===== src/rtl/seven_seg_pkg.sv =====
// Shared seven-segment definitions: segment bit order, active-low code table
// and the all-off pattern used by the display bank.
package seven_seg_pkg;

  typedef logic [6:0] seg_t;

  typedef enum int {
    SEG_A = 0,
    SEG_B = 1,
    SEG_C = 2,
    SEG_D = 3,
    SEG_E = 4,
    SEG_F = 5,
    SEG_G = 6
  } seg_bit_e;

  // Active-low codes, entry n is the glyph for hex digit n (bit0 = a ... bit6 = g).
  localparam logic [15:0][6:0] SEG_TABLE = {
    7'b0001110,  // F
    7'b0000110,  // E
    7'b0100001,  // d
    7'b1000110,  // C
    7'b0000011,  // b
    7'b0001000,  // A
    7'b0010000,  // 9
    7'b0000000,  // 8
    7'b1111000,  // 7
    7'b0000010,  // 6
    7'b0010010,  // 5
    7'b0011001,  // 4
    7'b0110000,  // 3
    7'b0100100,  // 2
    7'b1111001,  // 1
    7'b1000000   // 0
  };

  localparam seg_t SEG_BLANK_AL = 7'b1111111;

endpackage


===== src/rtl/seven_seg_bank_hex_to_seg.sv =====
// Combinational nibble to seven-segment decoder; polarity chosen by ACTIVE_LOW.
module hex_to_seg
  import seven_seg_pkg::*;
#(
  parameter int ACTIVE_LOW = 1
) (
  input  logic [3:0] nibble,
  output logic [6:0] seg
);

  assign seg = (ACTIVE_LOW != 0) ? SEG_TABLE[nibble] : ~SEG_TABLE[nibble];

endmodule


===== src/rtl/seven_seg_bank.sv =====
// Multi-digit hex display driver: load register, registered per-digit decode
// with leading-zero blanking and blink, plus a registered scan multiplexer.
module seven_seg_bank
  import seven_seg_pkg::*;
#(
  parameter int DIGITS     = 4,
  parameter int BLINK_DIV  = 25000000,
  parameter int SCAN_DIV   = 50000,
  parameter int ACTIVE_LOW = 1
) (
  input  logic                  CLK,
  input  logic                  RST,
  input  logic                  LOAD,
  input  logic [4*DIGITS-1:0]   VALUE,
  input  logic                  BLANK_LZ,
  input  logic [DIGITS-1:0]     BLINK_MASK,
  output logic                  ACK,
  output logic [7*DIGITS-1:0]   DISP,
  output logic [6:0]            SCAN_SEG,
  output logic [DIGITS-1:0]     SCAN_SEL
);

  localparam int BLINK_W = (BLINK_DIV > 1) ? $clog2(BLINK_DIV) : 1;
  localparam int SCAN_W  = (SCAN_DIV > 1) ? $clog2(SCAN_DIV) : 1;
  localparam int IDX_W   = (DIGITS > 1) ? $clog2(DIGITS) : 1;

  localparam logic [BLINK_W-1:0] BLINK_LAST = BLINK_W'(BLINK_DIV - 1);
  localparam logic [SCAN_W-1:0]  SCAN_LAST  = SCAN_W'(SCAN_DIV - 1);
  localparam logic [IDX_W-1:0]   IDX_LAST   = IDX_W'(DIGITS - 1);
  localparam seg_t               BLANK      = (ACTIVE_LOW != 0) ? SEG_BLANK_AL : ~SEG_BLANK_AL;

  function automatic logic [DIGITS-1:0] sel_code(input logic [IDX_W-1:0] idx);
    logic [DIGITS-1:0] onehot;
    onehot = DIGITS'(1) << idx;
    return (ACTIVE_LOW != 0) ? ~onehot : onehot;
  endfunction

  logic [4*DIGITS-1:0]    value_p0;
  logic                   vld_p0;
  logic [DIGITS-1:0][6:0] code_p0;
  logic [DIGITS-1:0]      blank_p0;
  logic [DIGITS-1:0][6:0] disp_p1;
  logic [6:0]             scan_seg_p2;
  logic [DIGITS-1:0]      scan_sel_p2;

  logic [BLINK_W-1:0]     blink_cnt;
  logic                   blink_phase;
  logic [SCAN_W-1:0]      scan_cnt;
  logic [IDX_W-1:0]       scan_idx;
  logic [IDX_W-1:0]       scan_idx_nxt;

  // Stage p0: capture the display value; ACK is the load strobe delayed one cycle.
  always_ff @(posedge CLK) begin
    if (RST) begin
      value_p0 <= '0;
      vld_p0   <= 1'b0;
    end else begin
      vld_p0 <= LOAD;
      if (LOAD) value_p0 <= VALUE;
    end
  end

  always_ff @(posedge CLK) begin
    if (RST) begin
      blink_cnt   <= '0;
      blink_phase <= 1'b0;
      scan_cnt    <= '0;
    end else begin
      blink_cnt <= (blink_cnt == BLINK_LAST) ? '0 : blink_cnt + BLINK_W'(1);
      if (blink_cnt == BLINK_LAST) blink_phase <= ~blink_phase;
      scan_cnt  <= (scan_cnt == SCAN_LAST) ? '0 : scan_cnt + SCAN_W'(1);
    end
  end

  always_comb begin
    scan_idx_nxt = scan_idx;
    if (scan_cnt == SCAN_LAST)
      scan_idx_nxt = (scan_idx == IDX_LAST) ? '0 : scan_idx + IDX_W'(1);
  end

  for (genvar g = 0; g < DIGITS; g++) begin : g_dec
    hex_to_seg #(.ACTIVE_LOW(ACTIVE_LOW)) u_dec (
      .nibble (value_p0[4*g +: 4]),
      .seg    (code_p0[g])
    );
  end

  // Walk from the most significant digit down, tracking whether everything above is zero.
  always_comb begin
    logic zero_above;
    zero_above = 1'b1;
    blank_p0   = '0;
    for (int i = DIGITS - 1; i >= 0; i--) begin
      zero_above  = zero_above & (value_p0[4*i +: 4] == 4'd0);
      blank_p0[i] = (BLANK_LZ & zero_above & (i != 0)) | (blink_phase & BLINK_MASK[i]);
    end
  end

  // Stage p1: registered static segment outputs.
  always_ff @(posedge CLK) begin
    if (RST) begin
      disp_p1 <= {DIGITS{BLANK}};
    end else begin
      for (int i = 0; i < DIGITS; i++)
        disp_p1[i] <= blank_p0[i] ? BLANK : code_p0[i];
    end
  end

  // Stage p2: scan mux; select and segments update on the same edge.
  always_ff @(posedge CLK) begin
    if (RST) begin
      scan_idx    <= '0;
      scan_seg_p2 <= BLANK;
      scan_sel_p2 <= sel_code('0);
    end else begin
      scan_idx    <= scan_idx_nxt;
      scan_seg_p2 <= disp_p1[scan_idx_nxt];
      scan_sel_p2 <= sel_code(scan_idx_nxt);
    end
  end

  assign ACK      = vld_p0;
  assign DISP     = disp_p1;
  assign SCAN_SEG = scan_seg_p2;
  assign SCAN_SEL = scan_sel_p2;

endmodule


===== config.mk =====
export PLATFORM = sky130hd
export DESIGN_NAME = seven_seg_bank
export DESIGN_NICKNAME = d
export VERILOG_FILES = /design/src/rtl/seven_seg_pkg.sv /design/src/rtl/seven_seg_bank_hex_to_seg.sv /design/src/rtl/seven_seg_bank.sv
export SDC_FILE = /design/constraint.sdc
export NUM_CORES = 1
export LEC_CHECK = 0
export ABC_AREA = 1
export CORE_ASPECT_RATIO = 0.5
export CORE_MARGIN = 2
export CORE_UTILIZATION = 31
export DETAILED_ROUTE_END_ITERATION = 8
export PLACE_DENSITY = 0.56
export SYNTH_ARGS = -nofsm -noshare
export SYNTH_HDL_FRONTEND = slang
export SYNTH_SLANG_ARGS = --single-unit

===== constraint.sdc =====
create_clock -name CLK -period 1.55 [get_ports CLK]
set_input_delay 0.31 -clock CLK [delete_from_list [all_inputs] [get_ports CLK]]
set_output_delay 0.31 -clock CLK [all_outputs]
set_load 0.03 [all_outputs]

==> run summary <==
• finished clean — result of the run
• 76.1% — tightest slew margin relative to the limit
• 1840 ps — Req. time, crit path
• 100 — number of flip-flops and latches in the synthesized netlist
• 0 — drc violations
• 0 — count of endpoints failing hold in the final timing report
• 2 — maximum clock insertion buffer count
• reg2reg — Crit Path Class
• sky130_fd_sc_hd__dfxtp_1 — primary flip-flop cell chosen by synthesis mapping
• 0.00607 W — Final Total Pwr
• 707 — Synthesized Nets
• 0 — antenna violation net count after detailed routing
• 4263 — number of global-route vias before repair
• ha_4 -> nand3_4 -> nor2_4 -> nand2_4 -> nand2_4 -> buf_6 -> nand3_1 -> nand2_1 -> nand2_2 -> nand3_2 — worst path cell trace
• 63 — PortBufs
• scan_cnt[14] — Hold Crit Start
• 98.0% — final clock period utilization by the worst path
• 43 — number of different library cells in the post-synthesis netlist
• 30 ps — Register-to-Register Setup Slack
• 41.1% — sequential cell area fraction in the yosys report
• sky130_fd_sc_hd__dfxtp_1 41%, sky130_fd_sc_hd__nand2_1 11%, sky130_fd_sc_hd__ha_1 6.2%, sky130_fd_sc_hd__nand3_1 6.0%, sky130_fd_sc_hd__inv_1 5.5% — top area cells in the synthesized netlist
• 12.2 um — average routed wire per standard cell
• sky130_fd_sc_hd__clkbuf_16 — clk root buf
• 19900 um — wire length of the first global-routing pass
• 41.1% — share of the synthesized area in the top cell type
• 0.000501 V — highest ir drop seen on vdd
• 0.658 GHz — maximum achievable frequency
• register — critical path startpoint category
• 0 — count of inserted antenna diode cells
• 918 mW/mm2 — PwrDens
• 0.829 — routability cong.
• 0 — initial antenna violation count
• 9.99 ps — skew final
• 350 ps — clock network latency to the later pin of the worst-skew pair
• 0 — total congestion overflow
• 181 um — DIE WIDTH
• 1810 ps — critical path arrival
• 0 — Setup Viol. Count Final
• reg2reg — hold crit path type
• 659 — number of cells produced by synthesis
• 64 — I/O pins
• sky130_fd_sc_hd__dfxtp_1 — Synth area leader
• 146 x sky130_fd_sc_hd__nand2_1, 100 x sky130_fd_sc_hd__dfxtp_1, 71 x sky130_fd_sc_hd__inv_1, 71 x sky130_fd_sc_hd__nor2_1, 58 x sky130_fd_sc_hd__nand3_1 — most used standard cells in the synthesized netlist
• 0.0154 mm2 — placeable core region
• done — CTS tree
• 10 — worst-case reg-to-reg path depth
• 4 — first-pass iteration count of the detailed router
• 0 — Yosys Warn Count
• 360 ps — slowest stage delay, CP
• 0% — ys async rst share
• 7 — maximum fanout encountered on the critical timing path
• scan_cnt[1] — worst reg2reg startpoint
• 4499 — routed via count
• 0 — max-cap viol count
• 0.00487 mm2 — Synth Cell Area
• 43.0% — utilization after layout
• 7.39 um2 — Avg Inst Size Synth
• 35.7% — synthesis-to-layout area growth
• SCAN_SEG[4] — endpoint of the worst register-to-register path
• 11900 um — wire length after detailed routing
• 32 — number of cell rows
• 70 ps — clk slew on worst S/H paths
• 357 ps — worst slew pin tran
• true — unrepaired setup endpoints after global routing
• 14.6% — total routing resource utilization after global routing
• 1520 ps — Final Critical Period
• 2.75 nW — leak pwr
• 2 — hold path cells
• 92.6 um — vertical die dimension
• 31.7% — Starting Density
• 18.1% — fraction of layout cells with a size suffix above 1
• 0.0168 mm2 — overall die area
• 9010 um — DPL Wire Length
• 0 — number of enable flip-flop cells after synthesis
• 0 — quantity of hold-fixing buffers added after cts
• sky130_fd_sc_hd__nand2_1 — most common cell in the netlist
• 0 — Slew Viols, Final
• 3 — htree depth
• sky130_fd_sc_hd__dfxtp_2 — slowest stage cell on the critical path
• sky130_fd_sc_hd__nand2_4 — most common cell type on the critical path
• 100 — Sink Count
• 817 — Nets
• register — kind of end point of the critical path
• 308 — number of DRC markers after the initial detailed-route iteration
• 34 — pin count of the biggest net entering global routing
• 9 — number of buffers inserted during clock tree synthesis
• scan_cnt[14] — end point of the worst hold path
• 4.60 — number of vias per cell after detailed routing
critical path: cells and delay by family (launching register included):
family | cells | cell delay (ps)
simple gates | 8 | 790
buf+inv | 1 | 140
fa+ha+maj | 1 | 160
flops | 1 | 360
through the flow:
stage          hold WS [ps]  setup TNS (ps)  instances  instance area [um2]  setup WS (ps)
5_1_grt                 512            -415        978                 6610          -70.2
4_1_cts                 487               0        972                 6370          0.143
2_1_floorplan           417               0        659                 4870            137
6_report                481               0        978                 6610           31.1
3_5_place_dp            479            -767        956                 6060           -111
3_3_place_gp            469            -584        956                 6060           -104
worst max-delay path by stage:
stage / end / slack, ps / startpoint
4_1_cts: scan_cnt[14] / 0.1 / scan_cnt[0]
3_5_place_dp: DISP[8] / -110 / BLANK_LZ
5_1_grt: SCAN_SEG[5] / -70 / scan_cnt[1]
3_3_place_gp: DISP[8] / -100 / BLANK_LZ
2_1_floorplan: SCAN_SEG[4] / 140 / scan_cnt[0]
6_report: SCAN_SEG[4] / 30 / scan_cnt[1]
state kept, by name, summed over array words and instances (netlist names):
name and count:
SCAN_SEL 4, blink_cnt 25, value_p0 16, scan_idx 2, scan_cnt 16, blink_phase 1
DISP 28, ACK 1, SCAN_SEG 7
power by group:
group          total [W]  switching [W]  internal [W]  leakage [nW]
clock network    0.00237        0.00107       0.00130         0.156
registers        0.00281       0.000109       0.00271         0.827
logic           0.000885       0.000536      0.000350          1.76
total            0.00607        0.00172       0.00435          2.75
area by class of cell:
| type | count | area (um2) |
|---|---|---|
| inverters | 74 | 278 |
| repair buffers | 119 | 1060 |
| clock inverters | 7 | 92.6 |
| clock buffers | 9 | 225 |
| flip-flops and latches | 100 | 2020 |
| well taps | 204 | 255 |
| multi-input cells | 465 | 2690 |
| fillers | 1578 | 8760 |
layout by cell type (no fill, tap or decap), types with 11 or more instances in the layout:
cell / instances
sky130_fd_sc_hd__inv_1: 70
sky130_fd_sc_hd__nand3_1: 49
sky130_fd_sc_hd__ha_1: 21
sky130_fd_sc_hd__dlygate4sd2_1: 40
sky130_fd_sc_hd__o21ai_0: 27
sky130_fd_sc_hd__dfxtp_1: 90
sky130_fd_sc_hd__nand2_1: 137
sky130_fd_sc_hd__buf_4: 48
sky130_fd_sc_hd__xor2_1: 11
sky130_fd_sc_hd__a21oi_1: 48
sky130_fd_sc_hd__clkdlybuf4s50_1: 23
sky130_fd_sc_hd__nor2_1: 63
layer usage:
layer	track usage (%)	routed length, um	vias to the layer above
met5	0	0	-
met4	4.74	183	0
met3	3.50	405	14
met2	24.1	5550	72
met1	18.9	5780	2038
li1	-	-	2375
timing repair:
action,4_1_cts,5_1_grt
buffers inserted,0,6
endpoints found under the setup margin,46,55
resized for setup,51,57
pin swaps,3,22
kinds of logic after synthesis:
logic type               synth area share (%)
flip-flops                               41.1
AO/OA/AOI/OAI                            12.5
AND/OR/NAND/NOR                          29.6
adder cells (fa/ha/maj)                  6.16
XOR/XNOR                                 2.70
buffers and inverters                    8.01
(Power assumes the default switching activity.)
